`src/rtl/bsk_cache_slot_sched.sv`:
```
// BSK cache ring scheduler: reserves slots for batch commands, issues fetches to bsk_if,
// tracks fill/consume with wrap-aware pointers and sequences the reset_bsk_cache flush.
//
// state    | meaning
// ---------+------------------------------------------------------------
// RUN      | normal operation, commands accepted while ring not full
// DRAIN    | flush requested; finish the in-flight fetch and wait for fills
// CLEAR    | one cycle: all pointers return to 0
// DONE     | one cycle: reset_cache_done asserted
// WAIT_LOW | hold until reset_cache is released
module bsk_cache_slot_sched #(
    parameter  int SLOT_NB = 4,
    localparam int SLOT_W  = $clog2(SLOT_NB)
) (
    input  logic                clk,
    input  logic                s_rst_n,
    input  logic                cmd_vld,
    output logic                cmd_rdy,
    output logic                fetch_vld,
    input  logic                fetch_rdy,
    output logic [SLOT_W-1:0]   fetch_slot,
    input  logic                inc_wr_ptr,
    output logic                batch_start_vld,
    output logic [SLOT_NB-1:0]  batch_start_1h,
    input  logic                inc_rd_ptr,
    input  logic                reset_cache,
    output logic                reset_cache_done,
    output logic [SLOT_W:0]     occupancy,
    output logic                err_wr_ovf,
    output logic                err_rd_udf
);

    localparam int                 PW       = SLOT_W + 1;
    localparam logic [PW-1:0]      PTR_ONE  = PW'(1);
    localparam logic [PW-1:0]      PTR_FULL = PW'(SLOT_NB);
    localparam logic [SLOT_NB-1:0] OH_LSB   = SLOT_NB'(1);

    typedef enum logic [2:0] {
        ST_RUN,
        ST_DRAIN,
        ST_CLEAR,
        ST_DONE,
        ST_WAIT_LOW
    } state_t;

    state_t          r_state;
    state_t          w_state_nxt;

    logic [PW-1:0]   r_req_ptr;
    logic [PW-1:0]   r_fetch_ptr;
    logic [PW-1:0]   r_wr_ptr;
    logic [PW-1:0]   r_rd_ptr;
    logic            r_fetch_vld;
    logic            r_bs_vld;
    logic            r_err_wr_ovf;
    logic            r_err_rd_udf;
    logic            r_rdy_en;

    logic [PW-1:0]   w_req_nxt;
    logic [PW-1:0]   w_fetch_nxt;
    logic [PW-1:0]   w_wr_nxt;
    logic [PW-1:0]   w_rd_nxt;
    logic            w_fetch_vld_nxt;
    logic            w_bs_vld_nxt;
    logic            w_live;
    logic            w_cmd_acc;
    logic            w_fetch_acc;
    logic            w_wr_ok;
    logic            w_rd_ok;

    assign occupancy  = r_req_ptr - r_rd_ptr;
    assign cmd_rdy    = r_rdy_en && (r_state == ST_RUN) && (occupancy < PTR_FULL);
    assign w_cmd_acc  = cmd_vld && cmd_rdy;
    assign w_fetch_acc = r_fetch_vld && fetch_rdy;

    // Fill and release only make sense while the ring holds live data.
    assign w_live  = (r_state == ST_RUN) || (r_state == ST_DRAIN);
    assign w_wr_ok = w_live && (r_wr_ptr != r_fetch_ptr);
    assign w_rd_ok = w_live && (r_wr_ptr != r_rd_ptr);

    always_comb begin
        w_state_nxt = r_state;
        case (r_state)
            ST_RUN:      if (reset_cache) w_state_nxt = ST_DRAIN;
            ST_DRAIN:    if (!r_fetch_vld && (r_wr_ptr == r_fetch_ptr)) w_state_nxt = ST_CLEAR;
            ST_CLEAR:    w_state_nxt = ST_DONE;
            ST_DONE:     w_state_nxt = ST_WAIT_LOW;
            ST_WAIT_LOW: if (!reset_cache) w_state_nxt = ST_RUN;
            default:     w_state_nxt = ST_RUN;
        endcase
    end

    always_comb begin
        w_req_nxt       = r_req_ptr   + (w_cmd_acc   ? PTR_ONE : '0);
        w_fetch_nxt     = r_fetch_ptr + (w_fetch_acc ? PTR_ONE : '0);
        w_wr_nxt        = r_wr_ptr    + ((inc_wr_ptr && w_wr_ok) ? PTR_ONE : '0);
        w_rd_nxt        = r_rd_ptr    + ((inc_rd_ptr && w_rd_ok) ? PTR_ONE : '0);
        w_fetch_vld_nxt = 1'b0;
        if (r_state == ST_CLEAR) begin
            w_req_nxt   = '0;
            w_fetch_nxt = '0;
            w_wr_nxt    = '0;
            w_rd_nxt    = '0;
        end
        // An offered fetch is never withdrawn; new ones issue only in RUN with no flush pending.
        if (r_fetch_vld && !fetch_rdy) begin
            w_fetch_vld_nxt = 1'b1;
        end else if ((r_state == ST_RUN) && !reset_cache) begin
            w_fetch_vld_nxt = (w_req_nxt != w_fetch_nxt);
        end
        w_bs_vld_nxt = ((w_state_nxt == ST_RUN) || (w_state_nxt == ST_DRAIN))
                       && (w_wr_nxt != w_rd_nxt);
    end

    always_ff @(posedge clk) begin
        if (!s_rst_n) begin
            r_state      <= ST_RUN;
            r_req_ptr    <= '0;
            r_fetch_ptr  <= '0;
            r_wr_ptr     <= '0;
            r_rd_ptr     <= '0;
            r_fetch_vld  <= 1'b0;
            r_bs_vld     <= 1'b0;
            r_err_wr_ovf <= 1'b0;
            r_err_rd_udf <= 1'b0;
            r_rdy_en     <= 1'b0;
        end else begin
            r_state      <= w_state_nxt;
            r_req_ptr    <= w_req_nxt;
            r_fetch_ptr  <= w_fetch_nxt;
            r_wr_ptr     <= w_wr_nxt;
            r_rd_ptr     <= w_rd_nxt;
            r_fetch_vld  <= w_fetch_vld_nxt;
            r_bs_vld     <= w_bs_vld_nxt;
            r_err_wr_ovf <= inc_wr_ptr && !w_wr_ok;
            r_err_rd_udf <= inc_rd_ptr && !w_rd_ok;
            r_rdy_en     <= 1'b1;
        end
    end

    assign fetch_vld        = r_fetch_vld;
    assign fetch_slot       = r_fetch_ptr[SLOT_W-1:0];
    assign batch_start_vld  = r_bs_vld;
    assign batch_start_1h   = r_bs_vld ? (OH_LSB << r_rd_ptr[SLOT_W-1:0]) : '0;
    assign reset_cache_done = (r_state == ST_DONE);
    assign err_wr_ovf       = r_err_wr_ovf;
    assign err_rd_udf       = r_err_rd_udf;

endmodule

```
`config.mk`:
```
export PLATFORM = sky130hd
export DESIGN_NAME = bsk_cache_slot_sched
export DESIGN_NICKNAME = d
export VERILOG_FILES = /design/src/rtl/bsk_cache_slot_sched.sv
export SDC_FILE = /design/constraint.sdc
export NUM_CORES = 1
export LEC_CHECK = 0
export BUFFER_PORTS_ARGS = -buffer_cell sky130_fd_sc_hd__buf_2
export CAP_MARGIN = 20
export CORE_MARGIN = 2
export CORE_UTILIZATION = 47
export DETAILED_ROUTE_END_ITERATION = 12
export HOLD_SLACK_MARGIN = 0.05
export MAX_ROUTING_LAYER = met4
export PLACE_DENSITY = 0.75
export SYNTH_ARGS = -nofsm -noshare
export SYNTH_HDL_FRONTEND = slang
export SYNTH_SLANG_ARGS = --single-unit
```
`constraint.sdc`:
```
create_clock -name clk -period 2.5 [get_ports clk]
set_input_delay 0.375 -clock clk [delete_from_list [all_inputs] [get_ports clk]]
set_output_delay 0.375 -clock clk [all_outputs]
set_load 0.1 [all_outputs]
```
==> metrics.md, run 1 <==
| Metric | Value |
|---|---|
| Footprint of the multi-input gates | `684 um2` |
| Clock power frac | `31.9%` |
| Synthesized area per cell | `9.51 um2` |
| Unrepaired setup endpoints after global routing | `true` |
| Synth area leaders | `dfxtp_1, ha_1, xnor2_1` |
| Layout cells sized above 1 | `33.3%` |
| Rows | `16` |
| Die Ht | `50.8 um` |
| Worst path arrival time | `2.10 ns` |
| # IOs | `22` |
| Worst Reg-to-Reg Cells | `12` |
| Final-report max-slew violation count | `0` |
| Fillers | `155` |
| Final setup viols | `0` |
| Via count | `828` |
| Area share of the largest cell type after synthesis | `39.0%` |
| RePlAce Congestion | `0.849` |
| Met3 GRT Util | `2.98%` |
| Synthesis-to-finish area growth | `35.1%` |
| Clock buffer count from CTS | `3` |
| Sequential cell area | `403 um2` |
| Asr flop ratio synth | `0%` |
| Most common cell in the synthesized netlist | `dfxtp_1` |
| Smallest setup slack after layout | `0.0232 ns` |
| Cell depth of the worst min-delay path | `1` |
| YS warnings | `0` |
| Post-route minimum period | `2.48 ns` |
| DRT antenna net count | `0` |
| Final setup skew | `0.00676 ns` |
| Clock Tree Root | `clkbuf_4` |
| Switching Share | `32.7%` |
| Worst R2R Start | `r_req_ptr[0]` |
| CP Class | `reg -> out` |
| Syn_nets | `125` |
| Worst hold-check path type | `in -> reg` |
| CTS tree | `built` |
| GRT Residual Overflow | `0` |
| Post-route insts no fill | `165` |
| Chip Width | `50.8 um` |
| FMAX | `404 MHz` |
| First-pass GRT wire length | `3740 um` |
| Bufs on Longest Clock Path | `2` |
| Net load switching power | `0.275 mW` |
| Router iterations before antenna repair | `4` |
| CTS sink cnt | `20` |
| Worst slack, placed | `-0.107 ns` |
| First DRT Iteration DRCs | `8` |
| Largest area contributor in the netlist | `dfxtp_1` |
| CTS Hold Bufs | `0` |
| Final hold vios | `0` |
| Status | `finished clean` |
| Number of library cell types mapped by synthesis | `26` |
| PD cells | `607 nW/um2` |
| Worst-path fanout max | `2` |
| Area after DPL | `1330 um2` |
| Sequential area share after synthesis | `39.0%` |
| EDFF count, synth | `0` |
| Crit path from | `r_req_ptr[0]` |
| Pleak | `0.713 nW` |
| Combinational share of power | `26.8%` |
| Flop-to-flop setup slack | `0.03 ns` |
| Register share of total power | `41.3%` |
| Clk Latency, worst-skew pair | `0.31 ns` |
| Port Buffer Count | `21` |
| Worst setup EP type | `output pin` |
| Int Power | `0.567 mW` |
| Top_reg_cell synth | `dfxtp_1` |
| Setup crit end | `cmd_rdy` |
| Max_cap viols | `0` |
| Placed Cells incl. Taps | `160` |
| Tot GR Track Use | `20.2%` |
| Post-Syn Area | `1030 um2` |
| Final #Nets | `156` |
| Antenna cells | `0` |
| Actual slew at the worst max-slew pin | `0.499 ns` |
| Post-synthesis instance total | `108` |
| GRT Max-Usage Layer | `met2` |
| Met2 Track Usage GR | `34.6%` |
| FF-to-FF End | `fetch_vld` |
| Dpl hpwl | `1670 um` |
| Final wirelength | `2110 um` |
| DIE AREA | `2580 um2` |
| GR met1 Demand/Resource | `23.8%` |
| Startpoint types | `flip-flop` |
| Slew Limit Headroom | `66.4%` |
| #FFs+latches synth | `20` |
| Initial core utilization | `51.3%` |
| Core area | `2000 um2` |
| H-tree levels | `1` |
| DR WL/cell | `12.8 um` |
| Vias in the first global route | `798` |
| Synth top cells by count | `dfxtp_1, and2_1, nor2_1, xnor2_1, ha_1` |
| Largest net degree at the start of global routing | `13` |
| Required time worst endpoint | `2.12 ns` |
| Routed vias/inst | `5.02` |
| VDD IR-drop max | `0.000449 V` |
| Clk pin slew, worst setup/hold paths | `0.12 ns` |
| Period utilisation layout | `99.1%` |
| # DRC | `0` |
| Final instance area | `1390 um2` |
| Initial antenna violation count | `0` |
how the worst min path moves through the flow:
stage,from,end,slack [ns]
3_5_place_dp,r_state[1],r_state[1],0.56
4_1_cts,s_rst_n,r_rdy_en,0.26
6_report,s_rst_n,r_rdy_en,0.27
5_1_grt,s_rst_n,r_rdy_en,0.25
2_1_floorplan,s_rst_n,r_rdy_en,0.40
3_3_place_gp,r_state[1],r_state[1],0.54
worst max-delay path, stage by stage, from the launching register on:
cell and delay (ns):
dfxtp_2 0.35, inv_2 0.04, ha_4 0.14, fa_2 0.37, xnor2_4 0.16, xnor2_4 0.14
and4bb_4 0.31, buf_4 0.12, buf_12 0.16
through the flow:
stage | power [mW] | hold WS (ns) | util, % | TNS, ns
CTS | 0.843 | 0.260 | 68.9 | 0
global placement | 0.577 | 0.542 | 66.3 | -0.0557
detailed placement | 0.580 | 0.560 | 66.3 | -0.107
global route | 0.878 | 0.247 | 69.3 | -0.118
floorplan | 0.525 | 0.403 | - | -2.32
finish | 0.842 | 0.265 | 69.3 | 0
per-layer routing:
metal  part of all wire [%]  vias up
met4                    1.7        0
met3                    4.6        5
met1                     44      383
met5                      0        -
li1                       -      415
met2                     50       25
area by class of cell:
type	instances	share of cell area (%)
clock buffers	3	1.62
clock inverters	1	2.16
inverters	7	1.89
multi-input cells	79	49.3
flip-flops and latches	20	29.0
well taps	27	2.43
repair buffers	28	13.5
power by group through the flow:
stage / Combinational [mW] / Clock, mW / Sequential, mW
detailed placement: 0.226 / 0 / 0.355
finish: 0.226 / 0.269 / 0.348
global placement: 0.223 / 0 / 0.354
CTS: 0.227 / 0.268 / 0.348
global route: 0.244 / 0.284 / 0.350
floorplan: 0.137 / 0 / 0.388
kinds of logic after synthesis:
| family | Yosys count | share of synthesized area [%] |
|---|---|---|
| adders and majority gates | 10 | 12.9 |
| AOI/OAI and AO/OA | 11 | 6.58 |
| and+or+nand+nor | 40 | 22.2 |
| xor gates and xnor gates | 18 | 15.3 |
| buffers and inverters | 9 | 4.02 |
| DFF | 20 | 39.0 |
sequential cells by signal (all words and copies together) (netlist names):
| register | cells |
|---|---|
| r_state | 3 |
| batch_start_vld | 1 |
| err_rd_udf | 1 |
| r_rd_ptr | 3 |
| r_fetch_ptr | 3 |
| r_rdy_en | 1 |
| fetch_vld | 1 |
| r_req_ptr | 3 |
| r_wr_ptr | 3 |
| err_wr_ovf | 1 |
layout by cell type (no fill, tap or decap):
cell       Yosys  routed
a21oi_1        3       3
and2_1        11      10
and2_4         0       1
and3_1         4       4
and3b_1        1       1
and4bb_4       0       1
buf_12         0       2
buf_2          0      19
buf_4          2       7
bufinv_16      0       1
clkbuf_4       0       3
dfxtp_1       20      18
dfxtp_2        0       2
fa_2           0       1
ha_1           9       6
ha_4           0       3
inv_1          7       6
inv_2          0       1
nand2_1        2       2
nand2b_1       2       2
nand3_1        2       2
nand3b_1       1       1
nor2_1        10       9
nor2_2         0       1
nor2b_1        1       1
nor3_1         1       1
nor3b_2        0       1
nor4_1         2       2
o211a_1        1       1
o21a_1         1       1
o21ai_0        4       4
o31ai_1        2       2
or3_1          1       1
xnor2_1       10       7
xnor2_2        0       1
xnor2_4        0       2
xor2_1         8       8
repair_timing:
| item | 4_1_cts | 5_1_grt |
|---|---|---|
| setup endpoints to repair | 2 | 2 |
| pin swaps | 5 | 0 |
| setup buffers | 0 | 1 |
| resized for setup | 0 | 0 |
| cloned | 0 | 0 |
| hold endpoints to repair | 0 | 0 |
Power figures use the tool's default switching activity.
==> inputs of run 2 (changes only) <==
--- a/config.mk
+++ b/config.mk
@@ -15,2 +15,3 @@
 export PLACE_DENSITY = 0.75
+export SETUP_SLACK_MARGIN = 0.2
 export SYNTH_ARGS = -nofsm -noshare
==> constraint.sdc (replaced) <==
create_clock -name clk -period 2.5 [get_ports clk]
set_input_delay 0.25 -clock clk [delete_from_list [all_inputs] [get_ports clk]]
set_output_delay 0.25 -clock clk [all_outputs]
set_load 0.1 [all_outputs]
==> run 2 against run 1 <==
Against the previous run: total power increased by 0.32%; via count increased by 2.5%; critical path depth increased by 4; routed wire length increased by 1.8%.
==> metrics.md, run 2 (synthesis results as in run 1) <==
| Metric | Value |
|---|---|
| Clock power frac | `31.9% (about the same)` |
| Initial antenna violation count | `0 (unchanged)` |
| Dpl hpwl | `1710 um (+2.3%)` |
| Router iterations before antenna repair | `4 (unchanged)` |
| Clock buffer count from CTS | `3 (unchanged)` |
| Routed vias/inst | `5.11 (+1.9%)` |
| Die Ht | `50.8 um (unchanged)` |
| Core area | `2000 um2 (unchanged)` |
| Layout cells sized above 1 | `33.8% (+0.48 points)` |
| CP Class | `reg -> reg` |
| # DRC | `0 (unchanged)` |
| PD cells | `608 nW/um2 (+0.14%)` |
| H-tree levels | `1 (unchanged)` |
| Chip Width | `50.8 um (unchanged)` |
| Antenna cells | `0 (unchanged)` |
| Footprint of the multi-input gates | `684 um2 (unchanged)` |
| Startpoint types | `flip-flop` |
| Combinational share of power | `26.9% (about the same)` |
| Fillers | `169 (+9.0%)` |
| DRT antenna net count | `0 (unchanged)` |
| Port Buffer Count | `21 (unchanged)` |
| Final #Nets | `157 (+0.64%)` |
| CTS sink cnt | `20 (unchanged)` |
| VDD IR-drop max | `0.000417 V (-7.1%)` |
| CTS tree | `built` |
| Worst path arrival time | `2.66 ns (+0.56 ns)` |
| Switching Share | `32.7% (about the same)` |
| GRT Residual Overflow | `0 (unchanged)` |
| Commonest non-fill, non-tap cell in the layout | `buf_2` |
| Slew Limit Headroom | `66.4% (about the same)` |
| Worst-path fanout max | `2 (unchanged)` |
| Register share of total power | `41.2% (about the same)` |
| Required time worst endpoint | `2.71 ns (+0.59 ns)` |
| Final-report max-slew violation count | `0 (unchanged)` |
| Period utilisation layout | `97.9% (-1.1 points)` |
| Final setup skew | `0.00433 ns (-0.00243 ns)` |
| Final wirelength | `2140 um (+1.8%)` |
| Fin Setup TNS | `0 ns (unchanged)` |
| Max_cap viols | `0 (unchanged)` |
| FMAX | `408 MHz (+1.2%)` |
| Worst setup EP type | `flip-flop` |
| RePlAce Congestion | `0.847 (-0.24%)` |
| Post-route insts no fill | `166 (+0.61%)` |
| Clk Latency, worst-skew pair | `0.31 ns (about the same)` |
| First DRT Iteration DRCs | `12 (+4)` |
| Worst hold-check path type | `in -> reg` |
| Pleak | `0.717 nW (+0.61%)` |
| DIE AREA | `2580 um2 (unchanged)` |
| Placed Cells incl. Taps | `160 (unchanged)` |
| Unrepaired setup endpoints after global routing | `true` |
| Rows | `16 (unchanged)` |
| Largest net degree at the start of global routing | `13 (unchanged)` |
| Final hold vios | `0 (unchanged)` |
| CTS Hold Bufs | `0 (unchanged)` |
| Most frequent cells in the layout | `buf_2, dfxtp_1, and2_1` |
| DR WL/cell | `12.9 um (+1.2%)` |
| Vias in the first global route | `874 (+9.5%)` |
| Via count | `849 (+2.5%)` |
| Net load switching power | `0.276 mW (+0.33%)` |
| # IOs | `22 (unchanged)` |
| Final instance area | `1390 um2 (+0.18%)` |
| Total power | `0.845 mW (+0.32%)` |
| Sequential cell area | `403 um2 (unchanged)` |
| Bufs on Longest Clock Path | `2 (unchanged)` |
| Status | `finished clean` |
| Tot GR Track Use | `21.0% (+0.72 points)` |
| Post-route minimum period | `2.45 ns (-0.0285 ns)` |
| Final setup viols | `0 (unchanged)` |
| Int Power | `0.569 mW (+0.31%)` |
| Clk pin slew, worst setup/hold paths | `0.12 ns (about the same)` |
| Clock Tree Root | `clkbuf_4` |
| Initial core utilization | `51.3% (unchanged)` |
| First-pass GRT wire length | `3880 um (+3.7%)` |
| Area after DPL | `1310 um2 (-1.1%)` |
| Actual slew at the worst max-slew pin | `0.499 ns (+0.000269 ns)` |
| Synthesis-to-finish area growth | `35.3%` |
==> run 2: final timing paths <==
kind                                    from          to  slack, ns  cells after the start
worst max-delay path            r_req_ptr[0]   fetch_vld       0.05                     12
worst min-delay path                 s_rst_n    r_rdy_en       0.13                      1
worst max register to register  r_req_ptr[0]   fetch_vld       0.05                     12
worst min register to register    r_state[1]  r_state[1]       0.58                      2
==> run 2: layer usage <==
metal | vias up | global-route usage, % | wire [um] | part of all wire (%)
li1 | 423 | - | - | -
met1 | 395 | 23.9 | 886 | 41
met2 | 25 | 36.4 | 1110 | 52
met3 | 6 | 2.68 | 98 | 4.6
met4 | 0 | 9.91 | 52 | 2.4
met5 | - | - | 0 | 0
==> run 2: worst max-delay path, cell delays in order (launching register included) <==
cell	delay (ns)
dfxtp_2	0.35
inv_2	0.04
ha_4	0.14
fa_2	0.37
xnor2_4	0.16
xnor2_4	0.14
and4bb_4	0.31
and2_4	0.15
ha_4	0.12
ha_4	0.19
xor2_1	0.13
nor3_1	0.15
a21oi_1	0.09
==> run 2: final cells by class <==
class	count	share of cell area, %
Tap cell	27	2.43
Clock inverter	1	2.16
Multi-Input combinational cell	79	49.2
Timing Repair Buffer	29	13.7
Clock buffer	3	1.62
Sequential cell	20	29.0
Inverter	7	1.89
==> run 2: power groups by stage <==
stage | combinational (mW) | sequential, mW | clock [mW]
after floorplan | 0.137 | 0.388 | 0
after global placement | 0.221 | 0.354 | 0
after detailed placement | 0.224 | 0.355 | 0
after CTS | 0.228 | 0.348 | 0.273
after global routing | 0.243 | 0.350 | 0.282
final | 0.228 | 0.348 | 0.269
==> run 2: repair_timing <==
action | 4_1_cts | 5_1_grt
setup buffers | 2 | 0
endpoints found under the setup margin | 5 | 5
pin swaps | 10 | 0
resized for setup | 1 | 2
==> run 2: stage by stage <==
step	setup slack [ns]	util, %	hold slack (ns)
2_1_floorplan	-0.733	-	0.278
3_3_place_gp	-0.0548	65.6	0.457
3_5_place_dp	-0.102	65.6	0.458
4_1_cts	0.0453	69.1	0.128
5_1_grt	-0.0181	69.4	0.138
6_report	0.0517	69.4	0.134
